[config.mk]
export PLATFORM = sky130hd
export DESIGN_NAME = song_sequencer_flat
export DESIGN_NICKNAME = d
export VERILOG_FILES = /design/src/rtl/song_pkg.sv /design/src/rtl/song_sequencer_if.sv /design/src/rtl/btn_edge.sv /design/src/rtl/song_sequencer.sv /design/src/flat_wrapper.sv
export SDC_FILE = /design/constraint.sdc
export NUM_CORES = 1
export LEC_CHECK = 0
export ABC_AREA = 1
export CAP_MARGIN = 20
export CORE_ASPECT_RATIO = 1.4
export CORE_MARGIN = 2
export CORE_UTILIZATION = 47
export CTS_BUF_LIST = sky130_fd_sc_hd__clkbuf_2 sky130_fd_sc_hd__clkbuf_4 sky130_fd_sc_hd__clkbuf_8
export DETAILED_ROUTE_END_ITERATION = 10
export PLACE_DENSITY = 0.69
export SLEW_MARGIN = 20
export SYNTH_ARGS = -nofsm -noshare
export SYNTH_HDL_FRONTEND = slang
export SYNTH_SLANG_ARGS = --single-unit
[constraint.sdc]
create_clock -name clk -period 1.57 [get_ports clk]
set_input_delay 0.157 -clock clk [delete_from_list [all_inputs] [get_ports clk]]
set_output_delay 0.157 -clock clk [all_outputs]
set_load 0.01 [all_outputs]
[src/rtl/song_pkg.sv]
// Shared constants for the song play controller: state encodings and the
// default one-second prescaler terminal count used alongside song_timing.
package song_pkg;

    localparam int STATE_W = 3;

    localparam logic [STATE_W-1:0] IDLE      = 3'd0;
    localparam logic [STATE_W-1:0] COUNTDOWN = 3'd1;
    localparam logic [STATE_W-1:0] PLAYING   = 3'd2;
    localparam logic [STATE_W-1:0] PAUSED    = 3'd3;
    localparam logic [STATE_W-1:0] DONE      = 3'd4;

    localparam logic [24:0] DEFAULT_DELAY = 25'd26_999_999;

endpackage

[src/rtl/song_sequencer_if.sv]
// Link between the play controller and the song_timing / note-memory side.
interface song_sequencer_if;

    logic       start_song;
    logic       pause_song;
    logic       mem_play;
    logic       song_done;
    logic [7:0] seconds;

    modport master (
        output start_song,
        output pause_song,
        output mem_play,
        input  song_done,
        input  seconds
    );

    modport slave (
        input  start_song,
        input  pause_song,
        input  mem_play,
        output song_done,
        output seconds
    );

endinterface

[src/rtl/btn_edge.sv]
// Rising-edge detector for a debounced button level.
module btn_edge (
    input  logic clk,
    input  logic reset,
    input  logic btn,
    output logic rise
);

    logic btn_q;

    // History resets high so a button held through reset yields no edge.
    always_ff @(posedge clk) begin
        if (reset) btn_q <= 1'b1;
        else       btn_q <= btn;
    end

    assign rise = btn & ~btn_q;

endmodule

[src/rtl/song_sequencer.sv]
// Play controller for one song run: 3-2-1 countdown, play/pause sequencing of
// song_timing and end-of-run detection on song_done or an elapsed-time limit.
module song_sequencer
    import song_pkg::*;
#(
    parameter logic [24:0] DELAY       = DEFAULT_DELAY,
    parameter int          COUNT_SECS  = 3,
    parameter logic [7:0]  MAX_SECONDS = 8'd240
) (
    input  logic               clk,
    input  logic               reset,
    input  logic               start_btn,
    input  logic               pause_btn,
    song_sequencer_if.master   bus,
    output logic [STATE_W-1:0] state,
    output logic [1:0]         countdown,
    output logic               game_over,
    output logic               timed_out
);

    localparam logic [1:0] CNT_LOAD = 2'(COUNT_SECS);

    logic               start_e;
    logic               pause_e;
    logic [STATE_W-1:0] state_q;
    logic [STATE_W-1:0] state_d;
    logic [24:0]        prescaler_q;
    logic [1:0]         countdown_q;
    logic               start_song_q;
    logic               timed_out_q;
    logic               wrap;
    logic               live;

    btn_edge u_start_edge (.clk(clk), .reset(reset), .btn(start_btn), .rise(start_e));
    btn_edge u_pause_edge (.clk(clk), .reset(reset), .btn(pause_btn), .rise(pause_e));

    assign wrap = (prescaler_q == DELAY);
    // seconds and song_done are stale from the previous run while start_song is high.
    assign live = ~start_song_q;

    always_ff @(posedge clk) begin
        if (reset) state_q <= IDLE;
        else       state_q <= state_d;
    end

    always_comb begin
        state_d = state_q;
        case (state_q)
            IDLE:      if (start_e) state_d = COUNTDOWN;
            COUNTDOWN: if (wrap && countdown_q == 2'd1) state_d = PLAYING;
            PLAYING: begin
                if (live && bus.song_done)                 state_d = DONE;
                else if (live && bus.seconds >= MAX_SECONDS) state_d = DONE;
                else if (pause_e)                          state_d = PAUSED;
            end
            PAUSED: begin
                if (start_e)            state_d = COUNTDOWN;
                else if (bus.song_done) state_d = DONE;
                else if (pause_e)       state_d = PLAYING;
            end
            DONE:      if (start_e) state_d = COUNTDOWN;
            default:   state_d = IDLE;
        endcase
    end

    always_ff @(posedge clk) begin
        if (reset) begin
            prescaler_q  <= '0;
            countdown_q  <= '0;
            start_song_q <= 1'b0;
            timed_out_q  <= 1'b0;
        end else begin
            start_song_q <= (state_q == COUNTDOWN) && (state_d == PLAYING);

            if (state_d == COUNTDOWN && state_q != COUNTDOWN) begin
                prescaler_q <= '0;
                countdown_q <= CNT_LOAD;
            end else if (state_q == COUNTDOWN) begin
                prescaler_q <= wrap ? 25'd0 : prescaler_q + 25'd1;
                if (wrap) countdown_q <= countdown_q - 2'd1;
            end else begin
                prescaler_q <= '0;
                countdown_q <= '0;
            end

            // Only PLAYING can time out; a simultaneous song_done wins.
            if (state_d == DONE && state_q != DONE)
                timed_out_q <= (state_q == PLAYING) && !bus.song_done;
            else if (state_q == DONE && state_d != DONE)
                timed_out_q <= 1'b0;
        end
    end

    always_comb begin
        state          = state_q;
        countdown      = (state_q == COUNTDOWN) ? countdown_q : 2'd0;
        game_over      = (state_q == DONE);
        timed_out      = timed_out_q;
        bus.start_song = start_song_q;
        bus.pause_song = (state_q != PLAYING);
        bus.mem_play   = (state_q == PLAYING);
    end

endmodule

[src/flat_wrapper.sv]
// flat-port wrapper written by rule: the top's interface ports become plain ports
module song_sequencer_flat import song_pkg::*;
#(
    parameter logic [24:0] DELAY       = DEFAULT_DELAY,
    parameter int          COUNT_SECS  = 3,
    parameter logic [7:0]  MAX_SECONDS = 8'd240
)
  (clk, reset, start_btn, pause_btn, state, countdown, game_over, timed_out, bus_start_song, bus_pause_song, bus_mem_play, bus_song_done, bus_seconds);
  song_sequencer_if bus_i ();
  input  logic clk;
  input  logic reset;
  input  logic start_btn;
  input  logic pause_btn;
  output logic [STATE_W-1:0] state;
  output logic [1:0] countdown;
  output logic game_over;
  output logic timed_out;
  output wire logic [$bits(bus_i.start_song)-1:0] bus_start_song;
  output wire logic [$bits(bus_i.pause_song)-1:0] bus_pause_song;
  output wire logic [$bits(bus_i.mem_play)-1:0] bus_mem_play;
  input wire logic [$bits(bus_i.song_done)-1:0] bus_song_done;
  input wire logic [$bits(bus_i.seconds)-1:0] bus_seconds;
  assign bus_start_song = bus_i.start_song;
  assign bus_pause_song = bus_i.pause_song;
  assign bus_mem_play = bus_i.mem_play;
  assign bus_i.song_done = bus_song_done;
  assign bus_i.seconds = bus_seconds;
  song_sequencer #(.DELAY(DELAY), .COUNT_SECS(COUNT_SECS), .MAX_SECONDS(MAX_SECONDS)) u_core (.clk(clk), .reset(reset), .start_btn(start_btn), .pause_btn(pause_btn), .bus(bus_i), .state(state), .countdown(countdown), .game_over(game_over), .timed_out(timed_out));
endmodule
**Yosys cells after proc, flatten, opt, wreduce, memory -nomap -nowiden**

Index checks and enable logic that the tools add are counted.

- Bitwise logic cells: 6
- Multiplexer cells: 15
- Order comparisons: 1
- Eq/ne operators: 14
- $add $sub $neg: 2
- Reductions and logical operators: 13

Operator list:

| cell | count |
|---|---|
| 25-bit by 1-bit adder with 25-bit output, second input constant | 1 |
| 25-bit == test, second input constant | 1 |
| 3-bit 2-to-1 mux | 8 |
| 3-bit case mux with 4 select lines | 1 |
| 3-bit by 2-bit == test with 1-bit output, second input constant | 3 |
| 8-bit greater-or-equal comparator, second input constant | 1 |
| 1-bit logical AND | 8 |
| 2-bit 2-to-1 mux | 4 |
| 3-bit by 1-bit == test with 1-bit output, second input constant | 2 |
| 3-bit == test, second input constant | 2 |
| 3-bit by 2-bit inequality test with 1-bit output, second input constant | 2 |
| 3-bit inequality test, second input constant | 2 |
| 1-bit NOT | 4 |
| 4-bit OR reduction | 1 |
| 3-bit zero test | 1 |
| 3-bit by 1-bit inequality test with 1-bit output, second input constant | 1 |
| 1-bit AND | 2 |
| 2-bit by 1-bit == test with 1-bit output, second input constant | 1 |
| 1-bit 2-to-1 mux | 2 |
| 2-bit nonzero test | 1 |
| 2-bit OR reduction | 1 |
| 2-bit by 1-bit subtractor with 2-bit output, second input constant | 1 |
| 1-bit zero test | 1 |

- Bits in registers: 34

**Logic depth before layout (Yosys ltp)**

- Depth after elaboration: 10
- Mapped depth: 11
- Mapped depth without buffers: 11

**Modules after synthesis**

Synthesis repeated with hierarchy kept, for this count alone.

- Cells, all modules: 281
- Area, all modules: 1826.8 um^2

Modules (own cells, without submodules):

| module | cells each | area each (um^2) | instances |
|---|---|---|---|
| song_sequencer | 271 | 1751.7 | 1 |
| btn_edge | 5 | 37.5 | 2 |

**Worst setup path before layout**

Ideal clock, no wire load.

- Path kind: register to register
- Start point: reg u_core.state_q[2] (netlist: u_core.state[2])
- End point: reg u_core.timed_out_q (netlist: u_core.timed_out)
- Setup time: 0.070 ns
- Data arrival time: 1.521 ns
- Path buffers: 0
- Data required time: 1.500 ns
- Cell stages (with the launch flop): 11
- Slack: -0.021 ns
- Period minus slack after synthesis: 1.591 ns
- Cells stage by stage: dfxtp_1 inv_1 nor2_1 inv_1 nand2_1 nand2_1 nand2_1 ha_1 nor2_1 nand3_1 a21oi_1

RTL lines:

| what | RTL line | text |
|---|---|---|
| from (decl) | song_sequencer.sv:25 | `logic [STATE_W-1:0] state_q;` |
| from (signal assigned) | song_sequencer.sv:43 | `else state_q <= state_d;` |
| 3-bit == test * | - |  |
| named net game_over | flat_wrapper.sv:16 | `output logic game_over;` |
| 2-bit OR reduction (no line) | - |  |
| 3-bit case mux with 4 select lines | song_sequencer.sv:48 | `case (state_q)` |
| 3-bit == test / 3-bit inequality test (equally long branches) | song_sequencer.sv:87, song_sequencer.sv:89 |  |
| 1-bit logical AND (on tied branches) | song_sequencer.sv:87, song_sequencer.sv:89 |  |
| 1-bit 2-to-1 mux / 2-bit nonzero test (equally long branches) | - |  |
| to (signal assigned) | song_sequencer.sv:88 | `timed_out_q <= (state_q == PLAYING) && !bus.song_done;` |
| to (decl) | song_sequencer.sv:30 | `logic timed_out_q;` |

Mark *: on every way through the listed nets, which the timed path passes. The rest lies on a longest branch.
A chain may end at the register's enable or synchronous reset.

**Worst setup path after layout**

- Start point: reg u_core.prescaler_q[1]
- End point: reg u_core.prescaler_q[18]

- Word-level cells in the longest chain between the ends: 7

RTL lines:

| what | RTL line | text |
|---|---|---|
| from (decl) | song_sequencer.sv:27 | `logic [24:0] prescaler_q;` |
| from (signal assigned) | song_sequencer.sv:79 | `prescaler_q <= wrap ? 25'd0 : prescaler_q + 25'd1;` |
| 25-bit == test | song_sequencer.sv:37 | `assign wrap = (prescaler_q == DELAY);` |
| 1-bit logical AND | song_sequencer.sv:50 | `COUNTDOWN: if (wrap && countdown_q == 2'd1) state_d = PLAYING;` |
| 3-bit 2-to-1 mux | song_sequencer.sv:50 |  |
| 3-bit case mux with 4 select lines | song_sequencer.sv:48 |  |
| 3-bit by 1-bit == test with 1-bit output | song_sequencer.sv:75 | `if (state_d == COUNTDOWN && state_q != COUNTDOWN) begin` |
| 1-bit logical AND | song_sequencer.sv:75 |  |
| 4-bit OR reduction (no line) | - |  |

Several ways; a longest one is shown, not always the timed one.

==> impl_metrics.json <==
{
  "status": "finished with violations",
  "violations": "negative setup slack",
  "synth_area_per_cell_sq_um": 6.75,
  "htree_num_levels": 2,
  "die_h_microns": 82.2,
  "hp-class": "flip-flop to flip-flop",
  "hold_end": "u_core.timed_out$_SDFFE_PP0P_",
  "core-area_sq_um": 4200,
  "cts_buffers": 5,
  "finalHoldViolations": 0,
  "cellLeakagePower_uw": 0.000974,
  "hold_depth": 2,
  "ys_seq_elements": 34,
  "clk_latency_ns": 0.29,
  "synth_nets": 320,
  "syn_area_sq_um": 2050,
  "rr_endpoint": "u_core.prescaler_q[18]$_SDFF_PP0_",
  "rsz0062_at_grt": "yes",
  "layout_setup_ws_ns": -0.00856,
  "clk_pin_slew_ns": 0.07,
  "ys_warn_count": 0,
  "cts.sinks": 34,
  "design_area_sq_um": 2750,
  "required_ns": 1.75,
  "gp_congestion": 0.894,
  "drcViolationCount": 0,
  "path_class": "flip-flop to flip-flop",
  "diodes": 0,
  "finalSetupViolations": 9,
  "final_cells": 405,
  "fin_worst_skew_ns": 0.0102,
  "period_share_pct": 101,
  "dieArea_sq_um": 4910,
  "dp_hpwl_mm": 3.99,
  "fin_nets": 375,
  "worst_pin_slew_ns": 0.374,
  "r2r-start": "u_core.prescaler_q[1]$_SDFF_PP0_",
  "grt_pass1_vias": 2079,
  "vias_per_cell": 5.15,
  "period_needed_ns": 1.58,
  "final_cell_mix": "nand2_1, inv_1, nor2_1",
  "rrSetupSlack_ns": -0.009,
  "arrival_ns": 1.76,
  "grt_use_total_pct": 22.8,
  "slew_headroom_pct": 74.8,
  "cts_hold_buf": 0,
  "synthTopCellsByArea": "dfxtp_1, nand2_1, nor2_1, inv_1, a21oi_2",
  "max_freq_ghz": 0.633,
  "grt_max_degree": 15,
  "io_pins": 23,
  "syn_to_final_growth_pct": 33.9,
  "vias": 2085,
  "powerDensity_nw_per_um2": 588,
  "critPathMaxFanout": 7,
  "root_buffer": "clkbuf_8",
  "antenna_found_initial": 0,
  "ir_drop_uv": 430,
  "seq_area_frac_synth_pct": 33.2,
  "wirelength_mm": 5.14,
  "drive_gt1_share_pct": 28.9,
  "wl_per_cell_microns": 12.7,
  "synth.distinct_cells": 28,
  "worst_setup_path_start_kind": "flip-flop",
  "final_common_cell": "nand2_1",
  "cap_violations": 0,
  "endpoint_kind": "flip-flop",
  "die_w_microns": 59.8,
  "grt_pass1_wl_mm": 8.48,
  "reg2regPathDepth": 9,
  "yosys.area.top_type_share_pct": 33.2,
  "first_pass_iters": 4,
  "num_rows": 28,
  "tns_ns": -0.0350,
  "cts_tree": "built",
  "postRouteAntennaNets": 0,
  "initial_core_util_pct": 48.8,
  "grt-ovfl-total": 0,
  "drt_iter0_markers": 52,
  "clk_path_buf_depth": 2,
  "hold_start": "u_core.timed_out$_SDFFE_PP0P_",
  "placedInstanceArea_sq_um": 2490,
  "maxSlewViolCount": 0,
  "synthCells": 304,
  "port-buffer-count": 18,
  "yosysTopAreaCell": "dfxtp_1",
  "dp_cells": 393
}
area by class of cell:
cell class	count	area, sq um
clock buffer	7	90.1
inverter	45	169
sequential	34	693
multi-input combinational	223	1270
tap	45	56.3
timing repair buffer	50	458
fill	388	1460
clock inverter	1	5.00
through the flow:
step	utilization [%]	hold WS, ns	power (uW)	setup WS (ns)
finish	65.3	0.459	1620	-0.00856
global route	65.3	0.487	1680	-0.103
CTS	61.5	0.463	1640	0.00280
detailed placement	59.3	0.454	952	-0.381
global placement	59.3	0.447	952	-0.321
floorplan	-	0.226	910	0.0101
how the worst max path moves through the flow:
stage / from / end / slack (ns) / cells past startpoint
after detailed placement: pause_btn / u_core.timed_out$_SDFFE_PP0P_ / -0.38 / 10
after global placement: pause_btn / u_core.timed_out$_SDFFE_PP0P_ / -0.32 / 10
after CTS: u_core.prescaler_q[1]$_SDFF_PP0_ / u_core.bus.start_song$_SDFF_PP0_ / 0.003 / 8
after floorplan: u_core.state[2]$_SDFF_PP0_ / u_core.timed_out$_SDFFE_PP0P_ / 0.01 / 9
final: u_core.prescaler_q[1]$_SDFF_PP0_ / u_core.prescaler_q[18]$_SDFF_PP0_ / -0.009 / 9
after global routing: u_core.prescaler_q[1]$_SDFF_PP0_ / u_core.prescaler_q[9]$_SDFF_PP0_ / -0.10 / 9
cells by family (layout without fill, tap and decap cells):
group                      after synthesis  after routing  synth area share [%]
buffers and inverters                   47            103                  9.94
adders and majority gates                3              3                  1.83
xor gates and xnor gates                 6              6                  2.56
AOI/OAI and AO/OA                       32             32                  10.1
and+or+nand+nor                        182            182                  42.4
DFF                                     34             34                  33.2
cell usage after synthesis (all sizes together):
master / count
nand2: 78
nor2: 57
inv: 45
dfxtp: 34
a21oi: 22
nand3: 20
nand4: 13
o21ai: 9
nor3: 8
xnor2: 4
ha: 3
buf: 2
nor3b: 2
or2: 2
xor2: 2
nand3b: 1
nor4: 1
o22ai: 1
power by group:
| part | internal (uW) | switching, uW | leakage (uW) | total, uW |
|---|---|---|---|---|
| Clock | 371 | 310 | 0.0000517 | 681 |
| Combinational | 40.2 | 28.2 | 0.000644 | 68.4 |
| Sequential | 864 | 1.77 | 0.000279 | 866 |
| Total | 1280 | 340 | 0.000974 | 1620 |
flip-flops by register name (all words and copies together) (netlist names):
signal / count
u_core.u_pause_edge.btn_q: 1
u_core.u_start_edge.btn_q: 1
u_core.state: 3
u_core.bus.start_song: 1
u_core.countdown_q: 2
u_core.timed_out: 1
u_core.prescaler_q: 25
repair_timing:
action | CTS | global route
pin swaps | 1 | 15
endpoints found under the setup margin | 10 | 30
gates cloned | 0 | 1
resized for setup | 8 | 36
setup buffers | 0 | 3
routing by layer:
metal	GRT usage [%]	vias to the layer above	routed length [microns]
li1	-	1084	-
met1	22.3	936	1900
met2	42.6	42	2810
met3	4.21	23	152
met4	14.4	0	276
met5	0	-	0
worst max-delay path: stages, from the launching register on:
cell	delay, ns
dfxtp_2	0.36
ha_4	0.15
nand2_4	0.06
nor2_4	0.22
nand3_2	0.10
nor2_2	0.09
nand2_2	0.10
nand3_4	0.16
clkbuf_16	0.18
nor2_2	0.04
No activity file was read; power rests on OpenSTA's default activity.
